$ cat src/rtl/mips_alu_pkg.sv
// Shared definitions for the MIPS multiply/divide unit: the R-type function
// codes it decodes and the state encoding of its sequencing FSM.
package mips_alu_pkg;

    localparam logic [5:0] F_MULT  = 6'b011000;
    localparam logic [5:0] F_MULTU = 6'b011001;
    localparam logic [5:0] F_DIV   = 6'b011010;
    localparam logic [5:0] F_DIVU  = 6'b011011;
    localparam logic [5:0] F_MTHI  = 6'b010001;
    localparam logic [5:0] F_MTLO  = 6'b010011;

    typedef enum logic [1:0] {
        ST_IDLE = 2'd0,
        ST_RUN  = 2'd1,
        ST_FIX  = 2'd2
    } state_t;

    // True for the four codes that start an iterative operation.
    function automatic logic is_muldiv(input logic [5:0] f);
        return (f == F_MULT) || (f == F_MULTU) || (f == F_DIV) || (f == F_DIVU);
    endfunction

endpackage

$ cat src/rtl/abs32.sv
// Conditional two's-complement negate. Used both to take operand magnitudes
// and to restore the sign of results.
module abs32 (
    input  logic [31:0] value,
    input  logic        neg,
    output logic [31:0] result
);

    assign result = neg ? (~value + 32'd1) : value;

endmodule

$ cat src/rtl/mul_div_unit.sv
// Iterative HI/LO multiply/divide unit. Signed operations run on magnitudes
// through a radix-2 shift-add (multiply) or restoring shift-subtract
// (divide) datapath, then a single fix-up cycle restores the signs.
//
// Handshake: start is a one-cycle request sampled on a rising edge; it is
// accepted only while busy is low, and anything sampled while busy is high
// is dropped. done pulses for one cycle once hi/lo hold a multiply/divide
// result. MTHI/MTLO complete on the accepting edge with no busy and no done.
module mul_div_unit
    import mips_alu_pkg::*;
#(
    parameter int ITER = 32
) (
    input  logic        clk,
    input  logic        rst_n,
    input  logic        start,
    input  logic [5:0]  funct,
    input  logic [31:0] op1,
    input  logic [31:0] op2,
    output logic        busy,
    output logic        done,
    output logic [31:0] hi,
    output logic [31:0] lo,
    output state_t      fsm_state
);

    state_t      state;
    logic [5:0]  cnt;
    logic        is_mul;
    logic        div_zero;
    logic        neg_lo;
    logic        neg_hi;
    logic [31:0] acc_hi;
    logic [31:0] acc_lo;
    logic [31:0] opb;

    // Operand magnitudes: only the signed codes strip the sign.
    logic        signed_op;
    logic        s1;
    logic        s2;
    logic [31:0] mag_a;
    logic [31:0] mag_b;

    assign signed_op = (funct == F_MULT) || (funct == F_DIV);
    assign s1        = signed_op & op1[31];
    assign s2        = signed_op & op2[31];

    abs32 u_abs_a (.value(op1), .neg(s1), .result(mag_a));
    abs32 u_abs_b (.value(op2), .neg(s2), .result(mag_b));

    // One radix-2 step; the accumulator pair is shared by both operations.
    logic [32:0] add_sum;
    logic [32:0] shifted;
    logic [32:0] diff;
    logic [31:0] next_hi;
    logic [31:0] next_lo;

    assign add_sum = {1'b0, acc_hi} + {1'b0, opb};
    assign shifted = {acc_hi, acc_lo[31]};
    assign diff    = shifted - {1'b0, opb};

    // Next accumulator value for the current iteration.
    always_comb begin
        next_hi = acc_hi;
        next_lo = acc_lo;
        if (is_mul) begin
            if (acc_lo[0]) begin
                {next_hi, next_lo} = {add_sum, acc_lo[31:1]};
            end else begin
                {next_hi, next_lo} = {1'b0, acc_hi, acc_lo[31:1]};
            end
        end else if (!diff[32]) begin
            next_hi = diff[31:0];
            next_lo = {acc_lo[30:0], 1'b1};
        end else begin
            next_hi = shifted[31:0];
            next_lo = {acc_lo[30:0], 1'b0};
        end
    end

    // Sign restoration. A negated 64-bit product only carries into the
    // upper word when the lower word is zero; otherwise the upper word is
    // just inverted.
    logic [31:0] hi_fix;
    logic [31:0] lo_fix;
    logic [31:0] hi_res;
    logic [31:0] lo_res;

    abs32 u_fix_hi (.value(acc_hi), .neg(neg_hi), .result(hi_fix));
    abs32 u_fix_lo (.value(acc_lo), .neg(neg_lo), .result(lo_fix));

    assign hi_res = (is_mul && neg_hi && (acc_lo != 32'd0)) ? ~acc_hi : hi_fix;
    assign lo_res = div_zero ? 32'hFFFF_FFFF : lo_fix;

    // Sequencing FSM with the datapath and architectural registers.
    always_ff @(posedge clk or negedge rst_n) begin
        if (!rst_n) begin
            state    <= ST_IDLE;
            cnt      <= 6'd0;
            is_mul   <= 1'b0;
            div_zero <= 1'b0;
            neg_lo   <= 1'b0;
            neg_hi   <= 1'b0;
            acc_hi   <= 32'd0;
            acc_lo   <= 32'd0;
            opb      <= 32'd0;
            hi       <= 32'd0;
            lo       <= 32'd0;
            done     <= 1'b0;
        end else begin
            done <= 1'b0;
            case (state)
                ST_IDLE: begin
                    if (start) begin
                        if (is_muldiv(funct)) begin
                            is_mul   <= ~funct[1];
                            div_zero <= funct[1] && (op2 == 32'd0);
                            neg_lo   <= s1 ^ s2;
                            neg_hi   <= funct[1] ? s1 : (s1 ^ s2);
                            acc_hi   <= 32'd0;
                            acc_lo   <= funct[1] ? mag_a : mag_b;
                            opb      <= funct[1] ? mag_b : mag_a;
                            cnt      <= 6'd0;
                            state    <= ST_RUN;
                        end else if (funct == F_MTHI) begin
                            hi <= op1;
                        end else if (funct == F_MTLO) begin
                            lo <= op1;
                        end
                    end
                end
                ST_RUN: begin
                    acc_hi <= next_hi;
                    acc_lo <= next_lo;
                    cnt    <= cnt + 6'd1;
                    if (cnt == 6'(ITER - 1)) begin
                        state <= ST_FIX;
                    end
                end
                ST_FIX: begin
                    hi    <= hi_res;
                    lo    <= lo_res;
                    done  <= 1'b1;
                    state <= ST_IDLE;
                end
                default: state <= ST_IDLE;
            endcase
        end
    end

    // Status outputs decoded from the state register.
    assign busy      = (state != ST_IDLE);
    assign fsm_state = state;

endmodule

$ cat config.mk
export PLATFORM = sky130hd
export DESIGN_NAME = mul_div_unit
export DESIGN_NICKNAME = d
export VERILOG_FILES = /design/src/rtl/mips_alu_pkg.sv /design/src/rtl/abs32.sv /design/src/rtl/mul_div_unit.sv
export SDC_FILE = /design/constraint.sdc
export NUM_CORES = 1
export LEC_CHECK = 0
export CORE_MARGIN = 3
export CORE_UTILIZATION = 54
export CTS_CLUSTER_SIZE = 28
export DETAILED_ROUTE_END_ITERATION = 10
export HOLD_SLACK_MARGIN = 0.12
export PLACE_DENSITY = 0.84
export SYNTH_ARGS = -nofsm -noshare
export SYNTH_HDL_FRONTEND = slang
export SYNTH_SLANG_ARGS = --single-unit
$ cat constraint.sdc
create_clock -name clk -period 3.55 [get_ports clk]
set_input_delay 0.71 -clock clk [delete_from_list [all_inputs] [get_ports clk]]
set_output_delay 0.71 -clock clk [all_outputs]
set_load 0.01 [all_outputs]
======== Yosys cells after proc, flatten, opt, wreduce, memory -nomap -nowiden ========
Index checks and enable logic that the tools add are counted.
storage, ports and cells
  register bits after elaboration ......... 173
  input port bits ......................... 73
  output and inout bits ................... 68
  logic and storage cells ................. 99
operators by class
  $add $sub $neg .......................... 7
  equality and inequality tests ........... 16
  muxes and demuxes ....................... 38
  bitwise operators ....................... 8
  reductions and logical operators ........ 18
operator list
  cell                                            count
  2-to-1 mux 32 bit                               24
  case mux 32 bit (2 select lines)                4
  adder 32 x 1 -> 32 bit (second input constant)  4
  inverter 32 bit                                 4
  == test 6 x 5 -> 1 bit (second input constant)  7
  adder 32 x 32 -> 33 bit                         1
  subtractor 33 x 32 -> 33 bit                    1
  logical NOT 32 bit                              1
  nonzero test 32 bit                             1
  != test 2 bit (second input constant)           7
  2-to-1 mux 6 bit                                2
  case mux 6 bit (2 select lines)                 1
  AND reduction 3 bit                             3
  adder 6 x 1 -> 6 bit (second input constant)    1
  2-to-1 mux 2 bit                                3
  nonzero test 2 bit                              3
  AND reduction 5 bit                             1
  logical OR 1 bit                                4
  case mux 2 bit (2 select lines)                 1
  AND reduction 4 bit                             1
  logical AND 1 bit                               3
  2-to-1 mux 1 bit                                3
  AND 1 bit                                       2
  == test 2 x 1 -> 1 bit (second input constant)  1
  4 further kinds                                 4

======== Longest topological paths before layout ========
Gate-level depths: netlist of the first run.
  depth after elaboration ................. 8
  mapped depth ............................ 14
  depth with buffers taken out ............ 12

======== Cells and area by module ========
From an unflattened synthesis of the first run, not the netlist that was laid out.
unflattened totals
  cell total of the unflattened synthesis .. 2,021
  area, all modules ....................... 16,184.3 um^2
modules (own cells, without submodules)
  module        times used  cells an instance  area an instance (um^2)  seq. area each (um^2)
  mul_div_unit  1           1,625              13,076.3                 4,329.2
  abs32         4           99                 777.0                    0.0

======== Worst setup path before layout of the first run ========
No wires, ideal clock.
  path type ............................... register to register
  start point ............................. register acc_lo[0]
  end point ............................... register hi[7]
  setup time .............................. 0.095 ns
  data arrival time ....................... 3.276 ns
  data required time ...................... 3.455 ns
  setup slack ............................. 0.178 ns
  stages on the path, launching flop included .. 14
  path buffers ............................ 2
  period minus slack after synthesis ...... 3.372 ns
  cell sequence ........................... dfrtp_1 > clkbuf_1 > inv_1 > clkbuf_1 > ha_1 > or3b_4 > or3_4 > or4_4 > o21ai_2 > nand3_1 > o41ai_2 > xnor2_1 > nor2_1 > o31ai_1
between the ends
  longest elaborated chain between the ends .. 4
ends and longest elaborated chain
  item                              RTL line             RTL
  start, declared                   mul_div_unit.sv:34   logic [31:0] acc_lo;
  start signal, assigned            mul_div_unit.sv:121  acc_lo <= funct[1] ? mag_a : mag_b;
  start signal, assigned            mul_div_unit.sv:134  acc_lo <= next_lo;
  nonzero test 32 bit               mul_div_unit.sv:92   assign hi_res = (is_mul && neg_hi && (acc_lo != 32'd0)) ? ~acc_hi : hi_fix;
  logical AND 1 bit                 mul_div_unit.sv:92
  2-to-1 mux 32 bit                 mul_div_unit.sv:92
  case mux 32 bit (2 select lines)  mul_div_unit.sv:112  case (state)
  end signal, assigned              mul_div_unit.sv:126  hi <= op1;
  end signal, assigned              mul_div_unit.sv:141  hi <= hi_res;
  end, declared                     mul_div_unit.sv:22   output logic [31:0] hi,
Every way passes these cells.
A chain may end at the register's enable or synchronous reset.

======== Worst setup path after layout of the first run ========
  start point ............................. register acc_lo[31]
  end point ............................... register acc_lo[0]
between the ends
  longest elaborated chain between the ends .. 4
ends and longest elaborated chain
  item                              RTL line             RTL
  subtractor 33 x 32 -> 33 bit      mul_div_unit.sv:60   assign diff = shifted - {1'b0, opb};
  2-to-1 mux 1 bit                  mul_div_unit.sv:72   end else if (!diff[32]) begin
  2-to-1 mux 32 bit                 mul_div_unit.sv:66   if (is_mul) begin
  case mux 32 bit (2 select lines)  mul_div_unit.sv:112
Every way passes these cells.

==> impl_metrics.tcl, run 1 <==
set metrics [dict create \
    worstSetupStartpoint "acc_lo[31]$_DFFE_PN0P_" \
    drc_errors 0 \
    finish.net_count 2252 \
    critPathKind "flip-flop to flip-flop" \
    start_kind "flip-flop" \
    worst_setup_path_end_kind "flip-flop" \
    skew_ns 0.01227 \
    ctsLongestPathBuffers 2 \
    ys_seq_area_frac 0.2876 \
    drive_gt1_frac 0.1099 \
    vias_per_cell 6.509 \
    reg2reg_depth 16 \
    power_frac_seq 0.244 \
    clkPwrFrac 0.134 \
    wl_per_cell_um 23.01 \
    switching_share 0.4688 \
    grt_pass1_vias 14810 \
    htree_levels 4 \
    routed_wl_um 57370 \
    drt_pass1_iterations 8 \
    synth_mux_area_frac 0.04804 \
    drtIter0Drc 2338 \
    path_clk_slew_ns 0.08 \
    synth_area_leaders "dfrtp_1 (29%), nand2_1 (6.0%), ha_1 (5.7%), o21ai_0 (5.7%), xnor2_1 (5.5%)" \
    synth_xor_area_frac 0.09774 \
    slew_viol_final 0 \
    io_pins 141 \
    relSlewSlack 0.2714 \
    n_antenna_cell 0 \
    antenna_left 0 \
    synth_cell_type_count 77 \
    grt-ovfl-total 0 \
    antenna_found_initial 0 \
    detailed_place_hpwl_um 44560 \
    cts.sinks 173 \
    p_comb_frac 0.622 \
    coreArea_um2 27180 \
    hold_viol 0 \
    finish.instance_area_um2 18220 \
    cts_root_buf "clkbuf_16" \
    synth-simple-area-share 0.1876 \
    rsz0062_at_grt "no" \
    synth_edf_count 0 \
    cts_tree "done" \
    routabilityCongestion 1.064 \
    synth_compound_area_frac 0.2684 \
    start_util 0.5540 \
    die-area_um2 29920 \
    netlist_area_um2 15050 \
    place_area_um2 17620 \
    final_cell_mix "nand2_1 (240), o21ai_0 (172), dfrtp_1 (172), buf_4 (155), a21oi_1 (143)" \
    regToRegSetupSlack_ns 0.17 \
    critPathMaxFanout 5 \
    cap_violations 0 \
    synth-seq-cells 173 \
    reg2reg_to "acc_lo[0]$_DFFE_PN0P_" \
    leakage_nw 7.777 \
    synthFlopType "dfrtp_1" \
    final_common_cell "nand2_1" \
    die_h_um 173.0 \
    vias 16230 \
    ys_warn_count 0 \
    p_per_area_nw_per_um2 793.1 \
    arrival_ns 3.71 \
    rr_startpoint "acc_lo[31]$_DFFE_PN0P_" \
    setup_viol 0 \
    synth-async-reset-ratio 1.000 \
    grt_pass1_wl_um 87230 \
    tightest_slew_ns 1.093 \
    area_growth_syn_to_layout_pct 21.02 \
    post-route-period-util 0.9519 \
    critPathCapture "acc_lo[0]$_DFFE_PN0P_" \
    hold_class "input pin to async pin" \
    grtUsageTotal 0.3694 \
    cts_setup_buffers 0 \
    p_int_w 0.007676 \
    portBuffers 140 \
    synth_fa_ha_area_frac 0.06001 \
    peakVddDrop_mv 0.4756 \
    synth_area_per_cell_um2 7.825 \
    max_freq_mhz 295.9 \
    fin_util 0.6704 \
    rows 60 \
    synthCells 1924 \
    numCtsBuffers 17 \
    outcome "completed" \
    fin_crit_ns 3.379 \
    cp.required_ns 3.88 \
    nFillCells 2287 \
    synth_top_family_by_area "compound AO/OA/AOI/OAI gates" \
    yosys.area.top_type "dfrtp_1" \
    syn-num-nets 2068 \
    yosysTopAreaCellShare 0.2876 \
    grt_start_max_net_pins 103 \
    p_sw_w 0.006773 \
    die_w_um 173.0 \
    clk_latency_ns 0.45 \
]
==> synthesized netlist by cell type (26+ instances only) <==
| library cell | count |
|---|---|
| dfrtp_1 | 173 |
| xor2_1 | 74 |
| a21oi_1 | 143 |
| ha_1 | 69 |
| nand3_1 | 40 |
| inv_1 | 65 |
| nand2_1 | 241 |
| clkbuf_1 | 106 |
| o22ai_1 | 27 |
| a21o_1 | 33 |
| a211oi_1 | 27 |
| nor2_1 | 143 |
| a31oi_1 | 26 |
| o21ai_0 | 172 |
| xnor2_1 | 94 |
| mux2i_1 | 70 |
| o31ai_1 | 31 |
| nor3_1 | 43 |
==> repair_timing <==
| item | in CTS | in global routing |
|---|---|---|
| hold buffers | 0 | 0 |
| endpoints found under the setup margin | 0 | 7 |
| resized for setup | 0 | 4 |
==> worst max-delay path: stages, from the launching register on <==
cell       delay (ns)
dfrtp_1          0.36
inv_1            0.06
ha_1             0.23
fa_1             0.42
nor2b_2          0.17
o2111ai_1        0.18
a31oi_1          0.24
nor2_1           0.09
buf_4            0.14
a21oi_1          0.12
buf_4            0.15
a211oi_1         0.11
buf_4            0.19
nor3_2           0.27
buf_4            0.21
a21oi_1          0.05
o221ai_1         0.26
==> cell families after synthesis <==
| logic type | Yosys count |
|---|---|
| flip-flops | 173 |
| XOR/XNOR | 168 |
| adder cells (fa/ha/maj) | 71 |
| AND/OR/NAND/NOR | 606 |
| AO/OA/AOI/OAI | 635 |
| buffers and inverters | 199 |
| multiplexers | 72 |
==> through the flow <==
stage / hold WS, ns / power, W / std cells / TNS [ns] / setup WS [ns]
after floorplan: 0.4144 / 0.008736 / 1924 / 0 / 0.1783
after global placement: 0.4567 / 0.01201 / 2461 / 0 / 0.05734
after detailed placement: 0.4702 / 0.01222 / 2461 / -0.03409 / -0.03409
after CTS: 0.3555 / 0.01416 / 2493 / 0 / 0.04650
after global routing: 0.3691 / 0.01530 / 2493 / 0 / 0.004727
final: 0.3202 / 0.01445 / 2493 / 0 / 0.1706
==> worst min-delay path by stage <==
stage	startpoint	endpoint	slack [ns]	cells past startpoint
2_1_floorplan	rst_n	acc_hi[0]$_DFFE_PN0P_	0.41	0
3_3_place_gp	cnt[5]$_DFFE_PN0P_	fsm_state[1]$_DFFE_PN0P_	0.46	1
3_5_place_dp	hi[17]$_DFFE_PN0P_	hi[17]$_DFFE_PN0P_	0.47	2
4_1_cts	rst_n	lo[12]$_DFFE_PN0P_	0.36	1
5_1_grt	rst_n	lo[6]$_DFFE_PN0P_	0.37	1
6_report	rst_n	lo[6]$_DFFE_PN0P_	0.32	1
==> final cells by class <==
cell class	instances	area [um2]	area share
Timing Repair Buffer	297	2592	0.1423
Sequential cell	173	4330	0.2377
Inverter	67	251.5	0.01380
Clock buffer	20	456.7	0.02507
Multi-Input combinational cell	1552	9996	0.5487
Clock inverter	12	126.4	0.006936
Tap cell	372	465.4	0.02555
==> power by group through the flow <==
stage | clock [W] | combinational [W] | sequential [W]
floorplan | 0 | 0.00525 | 0.00349
global placement | 0 | 0.00852 | 0.00349
detailed placement | 0 | 0.00870 | 0.00352
CTS | 0.00193 | 0.00874 | 0.00349
global route | 0.00201 | 0.00969 | 0.00360
finish | 0.00194 | 0.00898 | 0.00353
==> registers in the layout, indices dropped and copies added (netlist names) <==
register   cells
div_zero       1
acc_lo        32
done           1
fsm_state      2
lo            32
acc_hi        32
cnt            6
neg_hi         1
is_mul         1
opb           32
neg_lo         1
hi            32
==> per-layer routing <==
layer  vias to the layer above  global-route usage  wire length, um
met5                         -                   0                0
met4                         0              0.1777             3133
met3                       180             0.09486             7612
met2                      1141              0.5174            23110
met1                      7554              0.5290            23510
li1                       7353                   -                -
(Power assumes the default switching activity.)
==> inputs of run 2 (changes only) <==
PLACE_DENSITY = 0.8   (was 0.84)
SLEW_MARGIN = 10   (was default)
==> run 2 against run 1 <==
Effect of this change:
- setup slack got worse by 0.0038 ns
- sequential share of layout area barely moved
- maximum frequency fell by 0.11%
- critical path depth fell by 4
- die area did not move
- hold slack got worse by 0.042 ns
- sequential power barely moved
- power rose by 0.27%
- critical endpoint is now hi[24]$_DFFE_PN0P_
- largest cell class unchanged
==> impl_metrics.tcl, run 2 (same netlist as run 1, synthesis figures left out) <==
set metrics [dict create \
    fin_util 0.6718 \
    leakage_nw 7.785 \
    p_comb_frac 0.610 \
    grt-ovfl-total 0 \
    switching_share 0.4603 \
    worst_slack_ns 0.1668 \
    p_per_area_nw_per_um2 793.6 \
    critPathKind "flip-flop to flip-flop" \
    grtUsageTotal 0.3748 \
    coreArea_um2 27180 \
    cap_violations 0 \
    die-area_um2 29920 \
    total_power_w 0.01449 \
    cp.required_ns 3.89 \
    post-route-period-util 0.9530 \
    clkPwrFrac 0.145 \
    wl_per_cell_um 23.17 \
    n_antenna_cell 0 \
    power_frac_seq 0.245 \
    rsz0062_at_grt "no" \
    drc_errors 0 \
    nFillCells 2355 \
    detailed_place_hpwl_um 44220 \
    outcome "completed" \
    arrival_ns 3.73 \
    portBuffers 140 \
    max_freq_mhz 295.6 \
    routed_wl_um 57660 \
    peakVddDrop_mv 0.4153 \
    grt_start_max_net_pins 68 \
    skew_ns 0.01266 \
    die_h_um 173.0 \
    numCtsBuffers 17 \
    rr_startpoint "acc_lo[1]$_DFFE_PN0P_" \
    area_growth_syn_to_layout_pct 21.27 \
    worst_setup_path_end_kind "flip-flop" \
    cts_tree "done" \
    vias 16230 \
    antenna_left 0 \
    grt_pass1_wl_um 88620 \
    cts.sinks 173 \
    hold_viol 0 \
    relSlewSlack 0.2351 \
    setup_viol 0 \
    tightest_slew_ns 1.147 \
    start_kind "flip-flop" \
    ctsLongestPathBuffers 2 \
    htree_levels 4 \
    grt_pass1_vias 15170 \
    path_clk_slew_ns 0.07 \
    io_pins 141 \
    pre_cts_ws_ns 0.02689 \
    p_int_w 0.007818 \
    p_sw_w 0.006669 \
    rows 60 \
    finish.net_count 2247 \
    place_area_um2 17580 \
    setup-tns-final_ns 0 \
    die_w_um 173.0 \
    start_util 0.5540 \
    critPathMaxFanout 8 \
    final_cell_mix "nand2_1 (240), dfrtp_1 (172), o21ai_0 (171), buf_4 (149), a21oi_1 (143)" \
    routabilityCongestion 1.028 \
    final_common_cell "nand2_1" \
    antenna_found_initial 0 \
    worstSetupStartpoint "acc_lo[1]$_DFFE_PN0P_" \
    drtIter0Drc 2150 \
    fin_crit_ns 3.383 \
    drt_pass1_iterations 8 \
    clk_latency_ns 0.44 \
    vias_per_cell 6.524 \
    drive_gt1_frac 0.1068 \
    slew_viol_final 0 \
    hold_class "input pin to async pin" \
    cts_root_buf "clkbuf_16" \
    finish.instance_area_um2 18260 \
]
run 2: cell count changes in the layout (fill, tap and decap cells not counted), moves of 2 or more:
cell | previous run | this run
inv_6 | 5 | 3
buf_4 | 155 | 149
bufinv_16 | 1 | 4
buf_12 | 1 | 3
run 2: final cells by class:
| type | count | area (um2) | area share |
|---|---|---|---|
| Clock buffer | 20 | 446.7 | 0.02447 |
| Clock inverter | 12 | 185.2 | 0.01014 |
| Inverter | 67 | 251.5 | 0.01378 |
| Multi-Input combinational cell | 1552 | 10000 | 0.5478 |
| Sequential cell | 173 | 4330 | 0.2372 |
| Tap cell | 372 | 465.4 | 0.02550 |
| Timing Repair Buffer | 292 | 2576 | 0.1411 |
run 2: power by group through the flow:
stage                     Combinational, W  Sequential (W)  Clock, W
final                              0.00884         0.00354   0.00210
after global routing               0.00956         0.00363   0.00218
after CTS                          0.00863         0.00351   0.00209
after detailed placement           0.00856         0.00354         0
after global placement             0.00841         0.00351         0
after floorplan                    0.00525         0.00349         0
run 2: critical path: stages, from the launching register on:
cell and delay [ns]:
dfrtp_1 0.45, inv_1 0.12, ha_1 0.17, or3b_4 0.39
or3_4 0.39, nor4_4 0.27, buf_4 0.19, o2111ai_2 0.23
nand3b_1 0.37, buf_4 0.22, o21ai_1 0.14, xor2_1 0.09
a221oi_1 0.25
run 2: path summary, 6_finish.rpt:
path                                       to  slack, ns  cells past startpoint
min in group clk            hi[5]$_DFFE_PN0P_       0.48                      2
max                        hi[24]$_DFFE_PN0P_       0.17                     12
max in group asynchronous  hi[14]$_DFFE_PN0P_       2.49                      2
min                        lo[13]$_DFFE_PN0P_       0.28                      1
min reg2reg                 hi[5]$_DFFE_PN0P_       0.48                      2
max reg2reg                hi[24]$_DFFE_PN0P_       0.17                     12
run 2: per-layer routing:
layer | GRT usage | wire [um]
met1 | 0.5260 | 23700
met2 | 0.5411 | 23640
met3 | 0.1043 | 7534
met4 | 0.1611 | 2789
met5 | 0 | 0
run 2: through the flow:
stage | std cells | hold WS [ns]
floorplan | 1924 | 0.4144
global placement | 2452 | 0.4585
detailed placement | 2452 | 0.4687
CTS | 2484 | 0.3064
global route | 2488 | 0.3366
finish | 2488 | 0.2780
run 2: what timing repair did:
action | 4_1_cts | 5_1_grt
hold buffers | 0 | 0
resized for setup | 0 | 4
setup buffers | 0 | 4
hold endpoints to repair | 0 | 0
setup endpoints to repair | 0 | 9
==> inputs of run 3 (changes only) <==
CORE_MARGIN = default   (was 3)
==> run 3 against run 2 <==
Effect of this change:
- first-iteration DRC count fell by 9.3%
- die area fell by 4.6%
- hold slack improved by 0.19 ns
- non-clock buffer count fell by 8
- critical path type unchanged
==> impl_metrics.tcl, run 3 (same netlist as run 1, synthesis figures left out) <==
set metrics [dict create \
    outcome "completed" \
    grt-ovfl-total 0 \
    relSlewSlack 0.2823 \
    path_clk_slew_ns 0.07 \
    finish.net_count 2239 \
    rows 60 \
    final_cell_mix "nand2_1 (240), dfrtp_1 (172), o21ai_0 (171), a21oi_1 (143)" \
    start_util 0.5540 \
    area_growth_syn_to_layout_pct 20.38 \
    final_common_cell "nand2_1" \
    grt_pass1_vias 14350 \
    max_freq_mhz 294.5 \
    rr_startpoint "opb[27]$_DFFE_PN0P_" \
    start_kind "flip-flop" \
    peakVddDrop_mv 0.5105 \
    fin_cells 2479 \
    crit_family "compound AO/OA/AOI/OAI gates" \
    wl_met2_um 23370 \
    slew_viol_final 0 \
    hold_start "cnt[5]$_DFFE_PN0P_" \
    post-route-period-util 0.9565 \
    cp_num_buf_inv 2 \
    path_cells "inv_1 -> ha_1 -> a21oi_1 -> o21ai_0 -> a31oi_1 -> o21ai_0 -> and2_1 -> a31o_2 -> nor3_1 -> buf_4 -> nand3_1 -> a32o_1" \
    clk_latency_ns 0.45 \
    tightest_slew_ns 1.077 \
    slowest_stage "nor3_1" \
    highest_layer "met4" \
    p_per_area_nw_per_um2 785.2 \
    antenna_found_initial 0 \
    vias_per_cell 6.445 \
    cp.required_ns 3.88 \
    met1_length_um 24810 \
    leakage_nw 7.710 \
    cts_tree "done" \
    routed_wl_um 56970 \
    worst_setup_path_end_kind "flip-flop" \
    grt_start_max_net_pins 103 \
    die_w_um 169.0 \
    cts_root_buf "clkbuf_16" \
    reg2reg_to "acc_hi[31]$_DFFE_PN0P_" \
    rsz0062_at_grt "no" \
    drtIter0Drc 1951 \
    finish.instance_area_um2 18120 \
    met3_length_um 6694 \
    portBuffers 140 \
    fin_crit_ns 3.395 \
    cap_violations 0 \
    skew_ns 0.01468 \
    cp_common_cell "o21ai_0" \
    detailed_place_hpwl_um 43750 \
    hold_ws_ns 0.4727 \
    hold_class "flip-flop to flip-flop" \
    routabilityCongestion 1.016 \
    grt_pass1_wl_um 85620 \
    pre_cts_ws_ns -0.1796 \
    setup_viol 0 \
    hold_end "fsm_state[1]$_DFFE_PN0P_" \
    coreArea_um2 27180 \
    io_pins 141 \
    grtUsageTotal 0.3986 \
    worst_slack_ns 0.1546 \
    hold_depth 1 \
    die_h_um 169.0 \
    place_inst 2447 \
    critPathKind "flip-flop to flip-flop" \
    drive_gt1_frac 0.1025 \
    n_antenna_cell 0 \
    reg2reg_depth 12 \
    cts.sinks 173 \
    numCtsBuffers 17 \
    total_power_w 0.01423 \
    hold_viol 0 \
    drt_pass1_iterations 8 \
    regToRegSetupSlack_ns 0.15 \
    critPathMaxFanout 4 \
    drc_errors 0 \
    place_area_um2 17530 \
    die-area_um2 28550 \
    htree_levels 4 \
    antenna_left 0 \
    vias 15980 \
    ctsLongestPathBuffers 2 \
    arrival_ns 3.73 \
    wl_per_cell_um 22.98 \
    max_stage_delay_ns 0.49 \
]
==> run 3: timing repair <==
| action | 4_1_cts | 5_1_grt |
|---|---|---|
| gates resized for setup | 0 | 2 |
| setup endpoints to repair | 0 | 3 |
| hold buffers | 1 | 0 |
| hold endpoints to repair | 1 | 0 |
| buffers inserted | 0 | 0 |
==> run 3: cell type report <==
cell class	count	area (um2)
repair buffers	284	2506
flip-flops and latches	173	4330
fillers	2351	9054
clock inverters	12	136.4
clock buffers	19	442.9
well taps	372	465.4
inverters	67	251.5
multi-input cells	1552	9990
==> run 3: metal layers <==
metal / vias up / track usage
met5: - / 0
met4: 0 / 0.1453
met3: 120 / 0.09656
met2: 964 / 0.5670
met1: 7565 / 0.5818
li1: 7328 / -
==> run 3: worst register-to-register path: stages, from the launching register on <==
cell	delay [ns]
dfrtp_1	0.44
inv_1	0.14
ha_1	0.35
a21oi_1	0.23
o21ai_0	0.17
a31oi_1	0.19
o21ai_0	0.23
and2_1	0.27
a31o_2	0.25
nor3_1	0.49
buf_4	0.21
nand3_1	0.08
a32o_1	0.25
==> run 3: per-stage QoR <==
stage / setup TNS (ns) / util
floorplan: 0 / -
global placement: -0.09858 / 0.6450
detailed placement: -0.1796 / 0.6450
CTS: 0 / 0.6667
global route: 0 / 0.6669
finish: 0 / 0.6669
==> run 3: worst max-delay path by stage <==
stage               slack [ns]  cells past startpoint                     end                   from
CTS                       0.27                     11     opb[30]$_DFFE_PN0P_                 op1[4]
global placement          -0.1                     11     opb[30]$_DFFE_PN0P_                 op1[5]
finish                    0.15                     12  acc_hi[31]$_DFFE_PN0P_    opb[27]$_DFFE_PN0P_
floorplan                 0.18                     13       hi[7]$_DFFE_PN0P_  acc_lo[0]$_DFFE_PN0P_
detailed placement       -0.18                     11     opb[30]$_DFFE_PN0P_                 op1[4]
global route              0.04                     14  acc_hi[27]$_DFFE_PN0P_  acc_hi[0]$_DFFE_PN0P_
==> run 3: where the power goes <==
part           switching, W  total (W)  internal, W
clock              0.000897    0.00196      0.00106
combinational       0.00490    0.00870      0.00381
sequential         0.000853    0.00357      0.00271
total               0.00665     0.0142      0.00758
